[config.mk]
export PLATFORM = sky130hd
export DESIGN_NAME = hilo_muldiv
export DESIGN_NICKNAME = d
export VERILOG_FILES = /design/src/rtl/hilo_muldiv_pkg.sv /design/src/rtl/hilo_muldiv_div_core.sv /design/src/rtl/hilo_muldiv.sv
export SDC_FILE = /design/constraint.sdc
export NUM_CORES = 2
export LEC_CHECK = 0
export BUFFER_PORTS_ARGS = -buffer_cell sky130_fd_sc_hd__buf_4
export CAP_MARGIN = 5
export CORE_ASPECT_RATIO = 1.75
export CORE_MARGIN = 8
export CORE_UTILIZATION = 35
export CTS_CLUSTER_SIZE = 8
export DETAILED_ROUTE_END_ITERATION = 8
export SKIP_LAST_GASP = 1
export SLEW_MARGIN = 20
export SYNTH_ARGS = -nofsm -noshare
export SYNTH_HDL_FRONTEND = slang
export SYNTH_SLANG_ARGS = --single-unit
[constraint.sdc]
create_clock -name clk -period 13.55 [get_ports clk]
set_input_delay 2.71 -clock clk [delete_from_list [all_inputs] [get_ports clk]]
set_output_delay 2.71 -clock clk [all_outputs]
set_load 0.02 [all_outputs]
[src/rtl/hilo_muldiv_pkg.sv]
// Shared types for the HI/LO multiply/divide producer.
// Holds the HI/LO register width, reset/write polarities, the op encodings
// seen on the EX interface and the controller state encodings.
package hilo_muldiv_pkg;

  localparam int                    REG_DATA_W   = 32;
  localparam logic [REG_DATA_W-1:0] ZERO_WORD    = '0;
  localparam logic                  RST_ENABLE   = 1'b1;
  localparam logic                  WRITE_ENABLE = 1'b1;

  typedef enum logic [2:0] {
    OP_MULT  = 3'b000,
    OP_MULTU = 3'b001,
    OP_DIV   = 3'b010,
    OP_DIVU  = 3'b011,
    OP_MADD  = 3'b100,
    OP_MADDU = 3'b101,
    OP_MSUB  = 3'b110,
    OP_MSUBU = 3'b111
  } md_op_e;

  typedef enum logic [1:0] {
    MD_IDLE = 2'd0,
    MD_MUL  = 2'd1,
    MD_DIV  = 2'd2,
    MD_DONE = 2'd3
  } md_state_e;

  // Even encodings are the signed flavours of each op pair.
  function automatic logic op_is_signed(md_op_e o);
    return !o[0];
  endfunction

endpackage

[src/rtl/hilo_muldiv_div_core.sv]
// div_core: unsigned radix-2 restoring divider, one quotient bit per step.
// Ports:
//   clk, rst            clock, synchronous active-high reset
//   clear               load dividend/divisor, zero the partial remainder
//   step                perform one iteration (W steps give the result)
//   dividend, divisor   unsigned operands, sampled on clear
//   quotient, remainder results, valid after W steps
module div_core
  import hilo_muldiv_pkg::*;
#(
  parameter int W = REG_DATA_W
) (
  input  logic         clk,
  input  logic         rst,
  input  logic         clear,
  input  logic         step,
  input  logic [W-1:0] dividend,
  input  logic [W-1:0] divisor,
  output logic [W-1:0] quotient,
  output logic [W-1:0] remainder
);

  logic [W-1:0] dvs_q, quo_q, rem_q;
  logic [W:0]   trial, diff;

  // Shift the next dividend bit into the partial remainder; a clear top bit
  // of the difference means trial >= divisor.
  assign trial = {rem_q, quo_q[W-1]};
  assign diff  = trial - {1'b0, dvs_q};

  always_ff @(posedge clk) begin
    if (rst == RST_ENABLE) begin
      dvs_q <= '0;
      quo_q <= '0;
      rem_q <= '0;
    end else if (clear) begin
      dvs_q <= divisor;
      quo_q <= dividend;
      rem_q <= '0;
    end else if (step) begin
      if (!diff[W]) begin
        rem_q <= diff[W-1:0];
        quo_q <= {quo_q[W-2:0], 1'b1};
      end else begin
        rem_q <= trial[W-1:0];
        quo_q <= {quo_q[W-2:0], 1'b0};
      end
    end
  end

  assign quotient  = quo_q;
  assign remainder = rem_q;

endmodule

[src/rtl/hilo_muldiv.sv]
// hilo_muldiv: producer side of the HI/LO register interface.
// Takes MULT/MULTU (2-cycle write) and DIV/DIVU (32 iterations, write 34
// cycles after accept) from EX, stalls the pipe while busy and emits one
// cycle HI/LO write strobes. Divide by zero writes LO=all ones, HI=opa.
// Optional: HILO_MADD_EN enables MADD/MADDU/MSUB/MSUBU accumulate into
// {hi_in,lo_in}; without it those ops are accepted and dropped.
// Ports:
//   clk, rst                     clock, synchronous active-high reset
//   start, op, opa, opb          op request from EX
//   cancel                       flush; aborts the op in flight
//   hi_in, lo_in                 current HI/LO (accumulate ops only)
//   stall                        hold the pipeline
//   we_hi/hi_data_out, we_lo/lo_data_out, div_zero   write port
module hilo_muldiv
  import hilo_muldiv_pkg::*;
#(
  parameter int DATA_W    = REG_DATA_W,
  parameter int DIV_CNT_W = 6
) (
  input  logic              clk,
  input  logic              rst,
  input  logic              start,
  input  logic [2:0]        op,
  input  logic [DATA_W-1:0] opa,
  input  logic [DATA_W-1:0] opb,
  input  logic              cancel,
  input  logic [DATA_W-1:0] hi_in,
  input  logic [DATA_W-1:0] lo_in,
  output logic              stall,
  output logic              we_hi,
  output logic [DATA_W-1:0] hi_data_out,
  output logic              we_lo,
  output logic [DATA_W-1:0] lo_data_out,
  output logic              div_zero
);

  // 32 iterations at counts 0..31; count 32 is the sign-fixup/latch cycle.
  localparam logic [DIV_CNT_W-1:0] CNT_LAST = DIV_CNT_W'(DATA_W);

  typedef struct packed {
    md_op_e            op;
    logic [DATA_W-1:0] a;
    logic [DATA_W-1:0] b;
  } req_t;

  md_state_e state_q, state_d, dest;
  req_t      req_q;
  logic      dz_q, accept, load, in_div, in_signed, sgn_q;
  logic      we_q, dz_out_q;
  logic [DIV_CNT_W-1:0] cnt_q;
  logic [DATA_W-1:0]    mag_a, mag_b, quo, rem, quo_fix, rem_fix, hi_q, lo_q;
  logic [2*DATA_W-1:0]  ext_a, ext_b, prod, res;
  md_op_e               op_in;

  assign op_in     = md_op_e'(op);
  assign in_div    = (op_in == OP_DIV) || (op_in == OP_DIVU);
  assign in_signed = op_is_signed(op_in);
  assign mag_a     = (in_signed && opa[DATA_W-1]) ? -opa : opa;
  assign mag_b     = (in_signed && opb[DATA_W-1]) ? -opb : opb;

  div_core #(.W(DATA_W)) u_div (
    .clk       (clk),
    .rst       (rst),
    .clear     (accept),
    .step      ((state_q == MD_DIV) && (cnt_q != CNT_LAST)),
    .dividend  (mag_a),
    .divisor   (mag_b),
    .quotient  (quo),
    .remainder (rem)
  );

`ifdef HILO_MADD_EN
  logic [2*DATA_W-1:0] acc_q;
`else
  logic unused_madd;
  assign unused_madd = ^{hi_in, lo_in};
`endif

  // Result datapath, evaluated from the captured request.
  assign sgn_q   = op_is_signed(req_q.op);
  assign quo_fix = (sgn_q && (req_q.a[DATA_W-1] ^ req_q.b[DATA_W-1])) ? -quo : quo;
  assign rem_fix = (sgn_q && req_q.a[DATA_W-1]) ? -rem : rem;
  assign ext_a   = sgn_q ? {{DATA_W{req_q.a[DATA_W-1]}}, req_q.a} : {{DATA_W{1'b0}}, req_q.a};
  assign ext_b   = sgn_q ? {{DATA_W{req_q.b[DATA_W-1]}}, req_q.b} : {{DATA_W{1'b0}}, req_q.b};
  assign prod    = ext_a * ext_b;

  always_comb begin
    res = prod;
    case (req_q.op)
      OP_DIV, OP_DIVU: res = dz_q ? {req_q.a, {DATA_W{1'b1}}} : {rem_fix, quo_fix};
`ifdef HILO_MADD_EN
      OP_MADD, OP_MADDU: res = acc_q + prod;
      OP_MSUB, OP_MSUBU: res = acc_q - prod;
`endif
      default: res = prod;
    endcase
  end

  // Next state / control.
  always_comb begin
    state_d = state_q;
    accept  = 1'b0;
    load    = 1'b0;
    case (op_in)
      OP_MULT, OP_MULTU: dest = MD_MUL;
      OP_DIV, OP_DIVU:   dest = (opb == '0) ? MD_MUL : MD_DIV;
`ifdef HILO_MADD_EN
      default:           dest = MD_MUL;
`else
      default:           dest = MD_IDLE;
`endif
    endcase
    case (state_q)
      MD_IDLE, MD_DONE: begin
        state_d = MD_IDLE;
        if (start && !cancel) begin
          accept  = 1'b1;
          state_d = dest;
        end
      end
      MD_MUL: begin
        state_d = cancel ? MD_IDLE : MD_DONE;
        load    = !cancel;
      end
      MD_DIV: begin
        if (cancel) state_d = MD_IDLE;
        else if (cnt_q == CNT_LAST) begin
          state_d = MD_DONE;
          load    = 1'b1;
        end
      end
      default: state_d = MD_IDLE;
    endcase
  end

  assign stall = (start && ((state_q == MD_IDLE) || (state_q == MD_DONE))) ||
                 (state_q == MD_MUL) || (state_q == MD_DIV);

  always_ff @(posedge clk) begin
    if (rst == RST_ENABLE) state_q <= MD_IDLE;
    else                   state_q <= state_d;
  end

  always_ff @(posedge clk) begin
    if (rst == RST_ENABLE) begin
      req_q    <= '0;
      dz_q     <= 1'b0;
      cnt_q    <= '0;
      we_q     <= 1'b0;
      dz_out_q <= 1'b0;
      hi_q     <= ZERO_WORD;
      lo_q     <= ZERO_WORD;
`ifdef HILO_MADD_EN
      acc_q    <= '0;
`endif
    end else begin
      if (accept) begin
        req_q <= '{op: op_in, a: opa, b: opb};
        dz_q  <= in_div && (opb == '0);
        cnt_q <= '0;
`ifdef HILO_MADD_EN
        acc_q <= {hi_in, lo_in};
`endif
      end else if (state_q == MD_DIV) begin
        cnt_q <= cnt_q + 1'b1;
      end
      we_q     <= load ? WRITE_ENABLE : ~WRITE_ENABLE;
      dz_out_q <= load && dz_q;
      if (load) {hi_q, lo_q} <= res;
    end
  end

  // A flush in the write cycle suppresses the strobes but not the data.
  assign we_hi       = we_q && !cancel;
  assign we_lo       = we_q && !cancel;
  assign hi_data_out = hi_q;
  assign lo_data_out = lo_q;
  assign div_zero    = dz_out_q;

endmodule

==> metrics.md <==
| Metric | Value |
|---|---|
| Outcome | `completed` |
| Routed Antenna Nets | `0` |
| Post-synth EDFFs | `0` |
| CTS H-tree depth | `2` |
| WP data arrival | `approximately 11000 ps` |
| Area Growth Syn to Fin | `6.993%` |
| Met3 WL | `10690 µm` |
| DR top layer | `met5` |
| Root buf cell | `clkbuf_16` |
| Layout cell share with drive strength beyond 1 | `5.146%` |
| Leading area contributor after synthesis | `fa_1` |
| Synth top area cells | `fa_1 (46%), inv_1 (9.6%), dfxtp_1 (7.6%)` |
| Hold Crit Class | `flip-flop to flip-flop` |
| Avg WL per Cell | `22.65 µm` |
| Area after DPL | `0.06535 mm²` |
| Met1 WL | `66580 µm` |
| Post-Syn Area | `0.06205 mm²` |
| Worst-Margin Slew | `1071 ps` |
| Hold_sp | `lo_data_out[3]$_SDFFE_PP0P_` |
| Reg2reg end | `hi_data_out[28]$_SDFFE_PP0P_` |
| Port-buffer cells | `138` |
| PD cells | `51.56 mW/mm²` |
| First-pass GRT wire length | `approximately 320000 µm` |
| CTS tree | `yes` |
| # setup viols final | `0` |
| Number of I/O pins | `slightly above 200` |
| Final nets | `8796` |
| Leakage | `32.51 nW` |
| Multi-input logic area | `0.04993 mm²` |
| Routability cong. | `approximately 0.93` |
| Worst-path fanout max | `33` |
| Clock insertion delay at the later pin of the skew report | `approximately 580 ps` |
| Nature of the critical path startpoint | `flip-flop` |
| Final Max Slew Viols | `0` |
| Gr ovfl total | `0` |
| Fin crit period | `10150 ps` |
| Hold path depth | `2` |
| YS warnings | `0` |
| Via count | `48080` |
| GRT Total Usage | `21.95%` |
| Slew headroom | `28.63%` |
| Sequential-to-total area share from yosys stat | `7.646%` |
| DIE AREA | `0.1916 mm²` |
| Fillers | `about 18000` |
| Row count | `204` |
| Crit. End Element | `flip-flop` |
| Worst-case reg-to-reg path depth | `27` |
| Initial DRT Pass Iterations | `6` |
| Fin. Hold Viols | `0` |
| Vert. Die Dim | `573.0 µm` |
| Final instance area | `roughly 0.066 mm²` |
| Number of global-route vias before repair | `52750` |
| RSZ-0062 raised after global routing | `no` |
| CTS Hold Bufs | `0` |
| DR iter-0 viols | `about 3100` |
| Initial Utilization | `between 30% and 40%` |
| DP Wirelength | `172100 µm` |
| Fmax | `98.53 MHz` |
| Clock slew at reported path FFs | `50 ps` |
| Clk sinks | `about 240` |
| PostCTS Resize Cnt | `0` |
| Setup crit start | `req_q[5]$_SDFFE_PP0P_` |
| Residual DRC | `0` |
| Die width | `334.3 µm` |
| R2r setup slk | `3400 ps` |
| Mapped Cells | `7013` |
| Peak supply drop | `78.19 µV` |
| Reg area | `0.004772 mm²` |
| FF+latch count, synth | `237` |
| CP required | `14030 ps` |
| Largest net degree at the start of global routing | `89` |
| CTS buffer count | `36` |
| Critical Setup Path Class | `flip-flop to flip-flop` |
| R2R Path Start | `req_q[5]$_SDFFE_PP0P_` |
| Hold Crit Endpoint | `lo_data_out[3]$_SDFFE_PP0P_` |
| Total negative slack | `0 ps` |
| # Post-CTS Setup Buffers | `0` |
| Drt total wl | `210100 µm` |
| Syn nets | `8917` |
| Ys flop type | `dfxtp_1` |
| Initial antenna violation count | `9` |
| Final period util | `about three quarters` |
| WL met2 | `110500 µm` |
| Maximum clock path buffer count | `3` |
| Distinct cells, synth | `88` |
| Synth async-reset ratio | `0%` |
| Mean post-synth cell area | `8.848 µm²` |
| Clock Skews | `36.90 ps` |
| Core Region | `between 0.15 and 0.2 mm²` |
| Vias per cell | `roughly 5.2` |
| Post-synth top area share | `45.81%` |
| MaxCap Viol Count | `0` |
## area by class of cell
class | count | area share (%)
clock inverters | 4 | 0.1187
diodes | 6 | 0.02262
flip-flops and latches | 237 | 7.188
multi-input cells | 4800 | 75.21
repair buffers | 230 | 2.606
clock buffers | 41 | 1.415
inverters | 1587 | 8.973
well taps | 2369 | 4.465
## worst max-delay path, cell delays in order (launching register included)
cell       delay [ps]
dfxtp_1           350
buf_4             420
nand2_1           210
fa_1              690
inv_1             140
fa_1              540
fa_1              870
inv_1             290
fa_1              600
inv_1             290
fa_1              500
fa_1              500
fa_1              510
fa_1              510
fa_1              570
inv_1              80
fa_1              500
inv_1              40
ha_1              380
a21o_1            240
o21ai_0           180
nand2b_1           70
a2111oi_0         560
o21ai_0           160
o21ai_0           260
xnor2_1           160
nand2_1           100
a311oi_1          290
## layout by cell type, fill, tap and decap left out, types with 15 or more instances in the layout
master,n
o21bai_1,15
nand4_1,21
nor3_1,63
o31ai_1,22
xnor2_1,153
and2_1,587
o21ai_0,123
fa_1,1420
nand2b_1,21
o221ai_1,27
nand2_1,870
mux2i_1,16
nor2_1,257
nand3_1,56
a31oi_1,24
nor2b_1,18
dfxtp_1,215
o21a_1,16
xor2_1,97
a211oi_1,59
or3_1,18
a21oi_1,277
a311oi_1,40
inv_1,1587
a21o_1,43
dfxtp_2,22
buf_4,229
ha_1,349
clkbuf_16,36
o211ai_1,26
## report_power, final
| part | leakage, nW | total (mW) | internal (mW) | switching (mW) |
|---|---|---|---|---|
| Clock | 0.496 | 0.870 | 0.507 | 0.363 |
| Combinational | 30.1 | 1.75 | 0.612 | 1.14 |
| Sequential | 1.94 | 0.801 | 0.733 | 0.0681 |
## metal layers
metal	up-vias	GRT usage (%)
li1	20750	-
met3	769	2.832
met5	-	0
met2	1766	40.27
met4	4	18.46
met1	24790	21.72
## flip-flops by register name, indices dropped and copies added (netlist names)
register and cells:
cnt_q 6, div_zero 1, dz_q 1, hi_data_out 32
lo_data_out 32, req_q 67, state_q 2, u_div.dvs_q 31
u_div.quotient 32, u_div.remainder 32, we_q 1
## how the worst max path moves through the flow
stage,endpoint,cells after the start
detailed placement,hi_data_out[31]$_SDFFE_PP0P_,24
CTS,hi_data_out[31]$_SDFFE_PP0P_,24
floorplan,hi_data_out[28]$_SDFFE_PP0P_,33
global route,hi_data_out[28]$_SDFFE_PP0P_,27
finish,hi_data_out[28]$_SDFFE_PP0P_,27
global placement,hi_data_out[31]$_SDFFE_PP0P_,24
## stage by stage
| stage | power (mW) | instances | setup WS, ps | hold slack, ps | utilization (%) |
|---|---|---|---|---|---|
| 4_1_cts | 3.432 | 9268 | 3396 | 452.8 | 37.63 |
| 2_1_floorplan | 1.905 | 7013 | 3624 | 431.9 | - |
| 5_1_grt | 3.616 | 9270 | 2910 | 473.9 | 37.64 |
| 3_3_place_gp | 2.533 | 9223 | 3612 | 441.8 | 37.05 |
| 3_5_place_dp | 2.555 | 9223 | 3442 | 447.5 | 37.05 |
| 6_report | 3.423 | 9274 | 3400 | 450.4 | 37.64 |
## kinds of logic (layout without fill, tap and decap cells)
kind of cell	after synthesis	in the layout	share of synthesized area, %
compound gates	751	751	7.820
mux	16	16	0.2581
xor+xnor	251	251	3.543
fa+ha+maj	1773	1773	52.91
flops	237	237	7.646
other cells	0	6	0
buf+inv	1976	1862	11.99
simple gates	2009	2009	15.83
## cell usage after synthesis (43+ instances only)
| library cell | n |
|---|---|
| and2_1 | 588 |
| nor2_1 | 258 |
| o21ai_0 | 123 |
| a21oi_1 | 277 |
| nand2_1 | 872 |
| a211oi_1 | 60 |
| fa_1 | 1420 |
| a21o_1 | 43 |
| ha_1 | 349 |
| xnor2_1 | 154 |
| clkbuf_1 | 362 |
| nand3_1 | 56 |
| xor2_1 | 97 |
| dfxtp_1 | 237 |
| inv_1 | 1587 |
| nor3_1 | 64 |
No activity file was read; power rests on OpenSTA's default activity.
